$ cat src/rtl/proc_scheduler.sv
// -----------------------------------------------------------------------------
// proc_scheduler
//   Round-robin time-slice scheduler for the CPU core's process contexts.
//   Holds the process table (valid bit, MMU start segment, saved PC per slot),
//   counts retired instructions of the running process, requests a context
//   switch at an instruction boundary and then presents the next process to
//   the core.
//
// Ports
//   clka, rst        clock; asynchronous active-high reset
//   slice_len        instructions per slice, sampled at every reload (0 -> 1)
//   retire           one-cycle pulse per retired instruction of running process
//   create_req       request a new process (one request per high cycle)
//   create_segment   MMU start segment of the new process
//   create_pc        start PC of the new process
//   create_ack       one-cycle pulse: slot allocated, index on create_idx
//   create_fail      one-cycle pulse: table full, create_idx holds
//   create_idx       allocated slot index
//   kill_req/idx     invalidate slot kill_idx (ignored if slot already invalid)
//   switch_req       core must stop after its current instruction
//   switch_ack       core at boundary; saved_pc valid in this cycle
//   saved_pc         PC of the outgoing process
//   switch_done      one-cycle pulse: proc_* outputs updated
//   proc_index       running slot
//   proc_segment     start segment of running slot
//   proc_pc          start/resume PC of running slot
//   run              a process is scheduled
// -----------------------------------------------------------------------------
module proc_scheduler #(
    parameter int NPROC         = 8,
    parameter int IDX_W         = 3,
    parameter int SLICE_W       = 8,
    parameter int SLICE_DEFAULT = 16
) (
    input  logic               clka,
    input  logic               rst,
    input  logic [SLICE_W-1:0] slice_len,
    input  logic               retire,
    input  logic               create_req,
    input  logic [15:0]        create_segment,
    input  logic [9:0]         create_pc,
    output logic               create_ack,
    output logic               create_fail,
    output logic [IDX_W-1:0]   create_idx,
    input  logic               kill_req,
    input  logic [IDX_W-1:0]   kill_idx,
    output logic               switch_req,
    input  logic               switch_ack,
    input  logic [9:0]         saved_pc,
    output logic               switch_done,
    output logic [IDX_W-1:0]   proc_index,
    output logic [15:0]        proc_segment,
    output logic [9:0]         proc_pc,
    output logic               run
);

    typedef enum logic [1:0] {
        S_RUN,
        S_DRAIN,
        S_SELECT,
        S_IDLE
    } state_t;

    state_t state, state_nx;

    // process table
    logic [NPROC-1:0] valid;
    logic [15:0]      seg_tbl [NPROC];
    logic [9:0]       pc_tbl  [NPROC];

    logic [SLICE_W-1:0] counter, counter_nx, reload_len;

    // next-state values of registered outputs
    logic               switch_req_nx, switch_done_nx, run_nx;
    logic [IDX_W-1:0]   pidx_nx;
    logic [15:0]        pseg_nx;
    logic [9:0]         ppc_nx;
    logic               create_ack_nx, create_fail_nx;
    logic [IDX_W-1:0]   create_idx_nx;
    logic               pc_wb;

    // helper signals
    logic               free_found;
    logic [IDX_W-1:0]   free_idx;
    logic               kill_hit, kill_cur;
    logic [NPROC-1:0]   cur_onehot, kill_mask, valid_sel;
    logic               others_valid;
    logic               next_found;
    logic [IDX_W-1:0]   next_idx, cand;

    assign reload_len   = (slice_len == '0) ? SLICE_W'(1) : slice_len;
    assign kill_hit     = kill_req && valid[kill_idx];
    assign kill_cur     = kill_hit && (kill_idx == proc_index);
    assign cur_onehot   = NPROC'(1) << proc_index;
    assign kill_mask    = kill_hit ? (NPROC'(1) << kill_idx) : '0;
    assign others_valid = |(valid & ~cur_onehot);
    // a slot killed while SELECT is evaluating must not be picked
    assign valid_sel    = valid & ~kill_mask;

    // lowest-index free slot, from the table state at the start of the cycle
    always_comb begin
        free_found = 1'b0;
        free_idx   = '0;
        for (int unsigned i = 0; i < NPROC; i++) begin
            if (!free_found && !valid[i]) begin
                free_found = 1'b1;
                free_idx   = IDX_W'(i);
            end
        end
    end

    // round-robin search: proc_index+1 ... wrapping, ending with proc_index
    always_comb begin
        next_found = 1'b0;
        next_idx   = proc_index;
        cand       = proc_index;
        for (int unsigned i = 1; i <= NPROC; i++) begin
            cand = IDX_W'(32'(proc_index) + i);
            if (!next_found && valid_sel[cand]) begin
                next_found = 1'b1;
                next_idx   = cand;
            end
        end
    end

    // create response
    always_comb begin
        create_ack_nx  = create_req && free_found;
        create_fail_nx = create_req && !free_found;
        create_idx_nx  = (create_req && free_found) ? free_idx : create_idx;
    end

    // next-state and output logic
    always_comb begin
        state_nx       = state;
        counter_nx     = counter;
        switch_req_nx  = switch_req;
        switch_done_nx = 1'b0;
        run_nx         = run;
        pidx_nx        = proc_index;
        pseg_nx        = proc_segment;
        ppc_nx         = proc_pc;
        pc_wb          = 1'b0;

        case (state)
            S_RUN: begin
                if (kill_cur) begin
                    switch_req_nx = 1'b1;
                    state_nx      = S_DRAIN;
                end else if (retire) begin
                    if (counter == SLICE_W'(1)) begin
                        if (others_valid) begin
                            switch_req_nx = 1'b1;
                            state_nx      = S_DRAIN;
                        end else begin
                            counter_nx = reload_len;
                        end
                    end else begin
                        counter_nx = counter - SLICE_W'(1);
                    end
                end
            end

            S_DRAIN: begin
                if (switch_ack) begin
                    // killed slot keeps its old PC
                    pc_wb         = valid[proc_index] && !kill_cur;
                    switch_req_nx = 1'b0;
                    state_nx      = S_SELECT;
                end
            end

            S_SELECT: begin
                if (next_found) begin
                    pidx_nx        = next_idx;
                    pseg_nx        = seg_tbl[next_idx];
                    ppc_nx         = pc_tbl[next_idx];
                    switch_done_nx = 1'b1;
                    counter_nx     = reload_len;
                    run_nx         = 1'b1;
                    state_nx       = S_RUN;
                end else begin
                    run_nx   = 1'b0;
                    state_nx = S_IDLE;
                end
            end

            S_IDLE: begin
                run_nx        = 1'b0;
                switch_req_nx = 1'b0;
                if (|valid) begin
                    state_nx = S_SELECT;
                end
            end

            default: begin
                state_nx = S_RUN;
            end
        endcase
    end

    always_ff @(posedge clka or posedge rst) begin
        if (rst) begin
            state <= S_RUN;
        end else begin
            state <= state_nx;
        end
    end

    always_ff @(posedge clka or posedge rst) begin
        if (rst) begin
            valid        <= NPROC'(1);
            for (int unsigned i = 0; i < NPROC; i++) begin
                seg_tbl[i] <= '0;
                pc_tbl[i]  <= '0;
            end
            counter      <= SLICE_W'(SLICE_DEFAULT);
            switch_req   <= 1'b0;
            switch_done  <= 1'b0;
            run          <= 1'b1;
            proc_index   <= '0;
            proc_segment <= '0;
            proc_pc      <= '0;
            create_ack   <= 1'b0;
            create_fail  <= 1'b0;
            create_idx   <= '0;
        end else begin
            // kill and create may land in the same cycle; they always hit
            // different slots since create only takes currently invalid ones
            if (kill_hit) begin
                valid[kill_idx] <= 1'b0;
            end
            if (create_req && free_found) begin
                valid[free_idx]   <= 1'b1;
                seg_tbl[free_idx] <= create_segment;
                pc_tbl[free_idx]  <= create_pc;
            end
            if (pc_wb) begin
                pc_tbl[proc_index] <= saved_pc;
            end
            counter      <= counter_nx;
            switch_req   <= switch_req_nx;
            switch_done  <= switch_done_nx;
            run          <= run_nx;
            proc_index   <= pidx_nx;
            proc_segment <= pseg_nx;
            proc_pc      <= ppc_nx;
            create_ack   <= create_ack_nx;
            create_fail  <= create_fail_nx;
            create_idx   <= create_idx_nx;
        end
    end

endmodule

$ cat config.mk
export PLATFORM = sky130hd
export DESIGN_NAME = proc_scheduler
export DESIGN_NICKNAME = d
export VERILOG_FILES = /design/src/rtl/proc_scheduler.sv
export SDC_FILE = /design/constraint.sdc
export NUM_CORES = 1
export LEC_CHECK = 0
export BUFFER_PORTS_ARGS = -buffer_cell sky130_fd_sc_hd__buf_2
export CELL_PAD_IN_SITES_DETAIL_PLACEMENT = 2
export CELL_PAD_IN_SITES_GLOBAL_PLACEMENT = 2
export CORE_UTILIZATION = 41
export CTS_BUF_LIST = sky130_fd_sc_hd__clkbuf_16
export CTS_CLUSTER_DIAMETER = 50
export CTS_CLUSTER_SIZE = 30
export DETAILED_ROUTE_END_ITERATION = 8
export GPL_TIMING_DRIVEN = 0
export PLACE_DENSITY_LB_ADDON = 0.12
export SYNTH_ARGS = -nofsm -noshare
export SYNTH_HDL_FRONTEND = slang
export SYNTH_SLANG_ARGS = --single-unit
$ cat constraint.sdc
create_clock -name clka -period 11 [get_ports clka]
set_clock_uncertainty 0.05 [all_clocks]
set_input_delay 1.1 -clock clka [delete_from_list [all_inputs] [get_ports clka]]
set_output_delay 1.1 -clock clka [all_outputs]
set_load 0.02 [all_outputs]
# Word-level counts from Yosys, hierarchy flattened
# Cells that the tools add are included.
# word_totals
register_bits,263
output_inout_bits,37
elab_cells,238
# classes
n_eq_ne,14
shift,2
muxes,101
n_lt_le_gt_ge,18
n_reduce_logical,56
addsub,9
n_bitwise,10
# ops
op,n
80-bit bitwise mux,2
80-bit 2-to-1 mux,2
128-bit bitwise mux,1
8-bit 2-to-1 mux,9
10-bit demux with 3-bit select,2
16-bit binary-select mux with 3-bit select,1
16-bit demux with 3-bit select,1
16-bit 2-to-1 mux,3
3-bit by 4-bit < comparator with 1-bit output (second input constant),11
3-bit 2-to-1 mux,14
10-bit 2-to-1 mux,4
1-bit 2-to-1 mux,38
1-bit binary-select mux with 3-bit select,10
10-bit binary-select mux with 3-bit select,1
8-bit AND,3
8-bit inverter,3
1-bit logical AND,23
1-bit zero test,22
8-bit case mux with 2 select lines,1
8-bit OR reduction,2
1-bit by 3-bit left shift with 8-bit output (first input constant),2
5-bit AND reduction,3
2-bit 2-to-1 mux,7
3-bit adder (second input constant),4
other kinds (23),41

# Logic depth before layout (Yosys ltp)
# logic_depth
word_depth,34
depth_mapped,18
mapped_depth_nobuf,12

# Worst setup path before layout
# OpenSTA, ideal clock, no wires.
# synth_timing
path_type,reg-to-reg
start,reg proc_index[0]
end,reg proc_pc[0]
arrival_ns,4.454
required_ns,10.805
synth_period_minus_slack_ns,4.649
path_stages_with_launch,16
setup_slack_ns,6.351
cell_sequence,dfrtp_1 > clkbuf_1 > inv_2 > buf_1 > ha_1 > clkbuf_1 > buf_2 > mux4_2 > a311o_1 > a31oi_1 > o21ai_1 > xnor2_1 > a211oi_2 > clkbuf_1 > a22o_1 > o31ai_2
# synth_via
elab_chain_len,29
word_cells_on_any_way,59
classes_between,add/sub (8); mux (35); bitwise (1); reduce/logical (15)
# synth_rtl
element,line_no,text
from (decl),51,"output logic [IDX_W-1:0] proc_index,"
from (signal assigned),245,proc_index <= pidx_nx;
3-bit by 1-bit adder with 3-bit output,118,cand = IDX_W'(32'(proc_index) + i);
1-bit binary-select mux with 3-bit select,119,if (!next_found && valid_sel[cand]) begin
1-bit 2-to-1 mux (implied by the code),119,
1-bit 2-to-1 mux,119,
1-bit zero test,119,
1-bit logical AND,119,
1-bit 2-to-1 mux,119,
1-bit zero test,119,
[12 not listed],n/a,
1-bit logical AND,119,
1-bit 2-to-1 mux,119,
1-bit zero test,119,
1-bit logical AND,119,
3-bit 2-to-1 mux,119,
3-bit inverter with 4-bit output (implied by the code),177,ppc_nx = pc_tbl[next_idx];
10-bit binary-select mux with 3-bit select,177,
10-bit 2-to-1 mux (implied by the code) (2 in a row),177,
to (signal assigned),247,proc_pc <= ppc_nx;
to (decl),53,"output logic [9:0] proc_pc,"
# Parallel ways exist; a longest one is shown, timed or not. The select of a mux whose other input is x is not followed.
# A chain may end at the register's enable or synchronous reset.

# Worst setup path after layout
# layout_timing
start,reg proc_index[0]
end,reg proc_pc[2]
# Same word-level chain as after synthesis.

==> reports/metrics.cfg <==
[outcome]
status=completed

[cts]
ctsHoldBuffers=0
cts.htree.levels=2
cts_tree=built
clk_latency_ns=0.53
cts.path.max_buffers=3
path_clk_slew_ns=0.05
post_cts_buffers=0
cts_buffers=35
cts.sinks=263
cts_root_buf=clkbuf_16
postCtsResizedCells=0

[sta]
tightestPinTransition_ns=1.260
fin_crit_ns=6.596
timing.final.crit_share_pct=59.96
timing.hold.ws_ns=0.4310
grt_setup_unrepaired=no
finalHoldViolCount=0
slew_viol_final=0
max_freq_ghz=0.1516
setup_viol_count_final=0
slew_headroom_pct=15.99

[run]
maxCapViolCount=0

[routing]
drc=0
drt-total-wl_um=50470
ant_nets=0
viasPerCell=5.970
wire_per_inst_um=26.63
vias=11314
drt_pass1_iterations=5
first_iter_violations=477

[synth]
synth_nets=1367
yosysWarnings=0
ys_seq_area_share_pct=45.54
ys_ff_latch=263
synth_edf_count=0
yosysUniqueCellTypes=73
synth-async-reset-ratio_pct=100.0
synthesis.area_um2=14460
avgSynthCellArea_um2=11.12
ys.flop_type=dfrtp_1
netlist_instances=1301

[finish]
areaGrowthSynthToFinish_pct=15.19
nets=1476
final_common_cell=dfrtp_1
drive_gt1_share_pct=25.12
regArea_um2=6585
final_cells=1895
multiInputGateArea_um2=7258
fillers=3555
final_cell_mix=dfrtp_1 (260), mux2i_1 (193), mux2_2 (132)
stdcell_area_um2=16660

[floorplanning]
initial_core_util_pct=41.76
die_x_um=189.8
die-area_um2=36030
dieHeight_um=189.8
core-area_um2=34630
pin_count=90
fp-row-count=68

[setup_path]
cp.arrival_ns=6.91
startpoint_type=register
worstReg2RegEnd=proc_pc[2]
endpoint_kind=register
crit_type=reg -> reg
required_ns=11.32
crit_end=proc_pc[2]
rrSetupSlack_ns=4.40
crit-reg2reg-launch=proc_index[0]
path_max_fanout=12
worstRegToRegCells=15
crit_start=proc_index[0]

[placement]
place_area_um2=15450
gp_congestion=0.8777
dpl.hpwl_um=32830
dp_cells=1828
io_buffers=69

[grt]
overflow=0
grt_usage_pct=28.58
antenna_found_initial=4
grt_max_degree=123
grt_pass1_wl_um=77820
grt_pass1_vias=12746

[worst_hold_path]
min_path_type=reg -> reg

## layout make-up
| cell class | instances | area share [%] |
|---|---|---|
| multi-input cells | 903 | 43.57 |
| flip-flops and latches | 263 | 39.53 |
| clock buffers | 35 | 5.258 |
| well taps | 455 | 3.417 |
| plain buffers | 112 | 3.230 |
| repair buffers | 72 | 2.449 |
| clock inverters | 29 | 1.938 |
| inverters | 23 | 0.5633 |
| diodes | 3 | 0.04507 |
## layer usage
metal / part of all wire [%] / global-route usage [%] / vias up / wire [um]
met5: 0.032 / 0 / - / 16
met4: 3.2 / 10.58 / 2 / 1614
met3: 4.3 / 4.483 / 100 / 2167
met2: 50 / 48.68 / 302 / 25030
met1: 43 / 36.55 / 5944 / 21640
li1: - / - / 4966 / -
## sequential cells by signal, summed over array words and instances (netlist names)
signal        count
seg_tbl         128
pc_tbl           80
proc_segment     16
proc_pc          10
counter           8
valid             8
create_idx        3
proc_index        3
state             2
create_ack        1
create_fail       1
run               1
switch_done       1
switch_req        1
## cells by family after synthesis
kind of cell | after synthesis | synth area share, %
and+or+nand+nor | 278 | 8.739
xor gates and xnor gates | 6 | 0.3634
muxes | 344 | 26.54
AOI/OAI and AO/OA | 262 | 13.38
adders and majority gates | 13 | 1.125
DFF | 263 | 45.54
buffers and inverters | 135 | 4.317
## worst max-delay path, cell delays in order (launching register included)
cell and delay [ns]:
dfrtp_1 0.45, clkbuf_1 0.26, inv_2 0.26, buf_1 0.71
ha_1 0.42, clkbuf_1 0.48, buf_2 0.37, mux4_2 0.60
a311o_1 0.38, a31oi_1 0.16, o21ai_1 0.18, xnor2_1 0.22
a211oi_2 0.75, clkbuf_1 0.71, a22o_1 0.32, o31ai_2 0.09
## synthesized netlist by cell type, types with 4 or more instances
library cell	n	area, um2
nand3_1	7	35.03
a21oi_1	100	500.5
buf_4	7	52.55
inv_1	22	82.58
clkbuf_1	73	274.0
mux4_2	18	405.4
o221ai_1	4	35.03
xnor2_1	6	52.55
o32a_1	4	40.04
mux2i_1	193	1932
nand2b_1	13	81.33
dfrtp_1	260	6506
and3_1	4	25.02
buf_1	4	15.01
ha_1	13	162.7
nor3_1	11	55.05
clkbuf_2	11	55.05
buf_6	5	56.30
buf_2	10	50.05
o21ai_0	17	85.08
nor4_1	5	31.28
mux2_2	132	1486
nand2_1	95	356.6
a22o_1	60	525.5
o32ai_1	10	87.58
o31ai_2	27	337.8
o22ai_1	4	25.02
nor2_1	114	427.9
## metrics by stage
step / utilization, % / setup TNS, ns / worst slack (ns)
after CTS: 48.09 / 0 / 4.468
final: 48.11 / 0 / 4.404
after global routing: 48.09 / 0 / 4.153
after detailed placement: 44.62 / 0 / 4.577
after floorplan: - / 0 / 2.615
after global placement: 44.40 / -194.65 / -0.7829
## how the worst min path moves through the flow
| stage | end | cells past startpoint | slack (ns) | startpoint |
|---|---|---|---|---|
| floorplan | counter[7] | 1 | 0.42 | counter[7] |
| global placement | proc_segment[15] | 2 | 0.42 | proc_segment[15] |
| detailed placement | proc_segment[13] | 2 | 0.43 | proc_segment[13] |
| CTS | switch_req | 1 | 0.44 | switch_req |
| global route | switch_req | 1 | 0.46 | switch_req |
| finish | switch_req | 1 | 0.43 | switch_req |
Power is not shown: default switching activity piles up to over one toggle a cycle in this logic, so the estimate is an artifact.
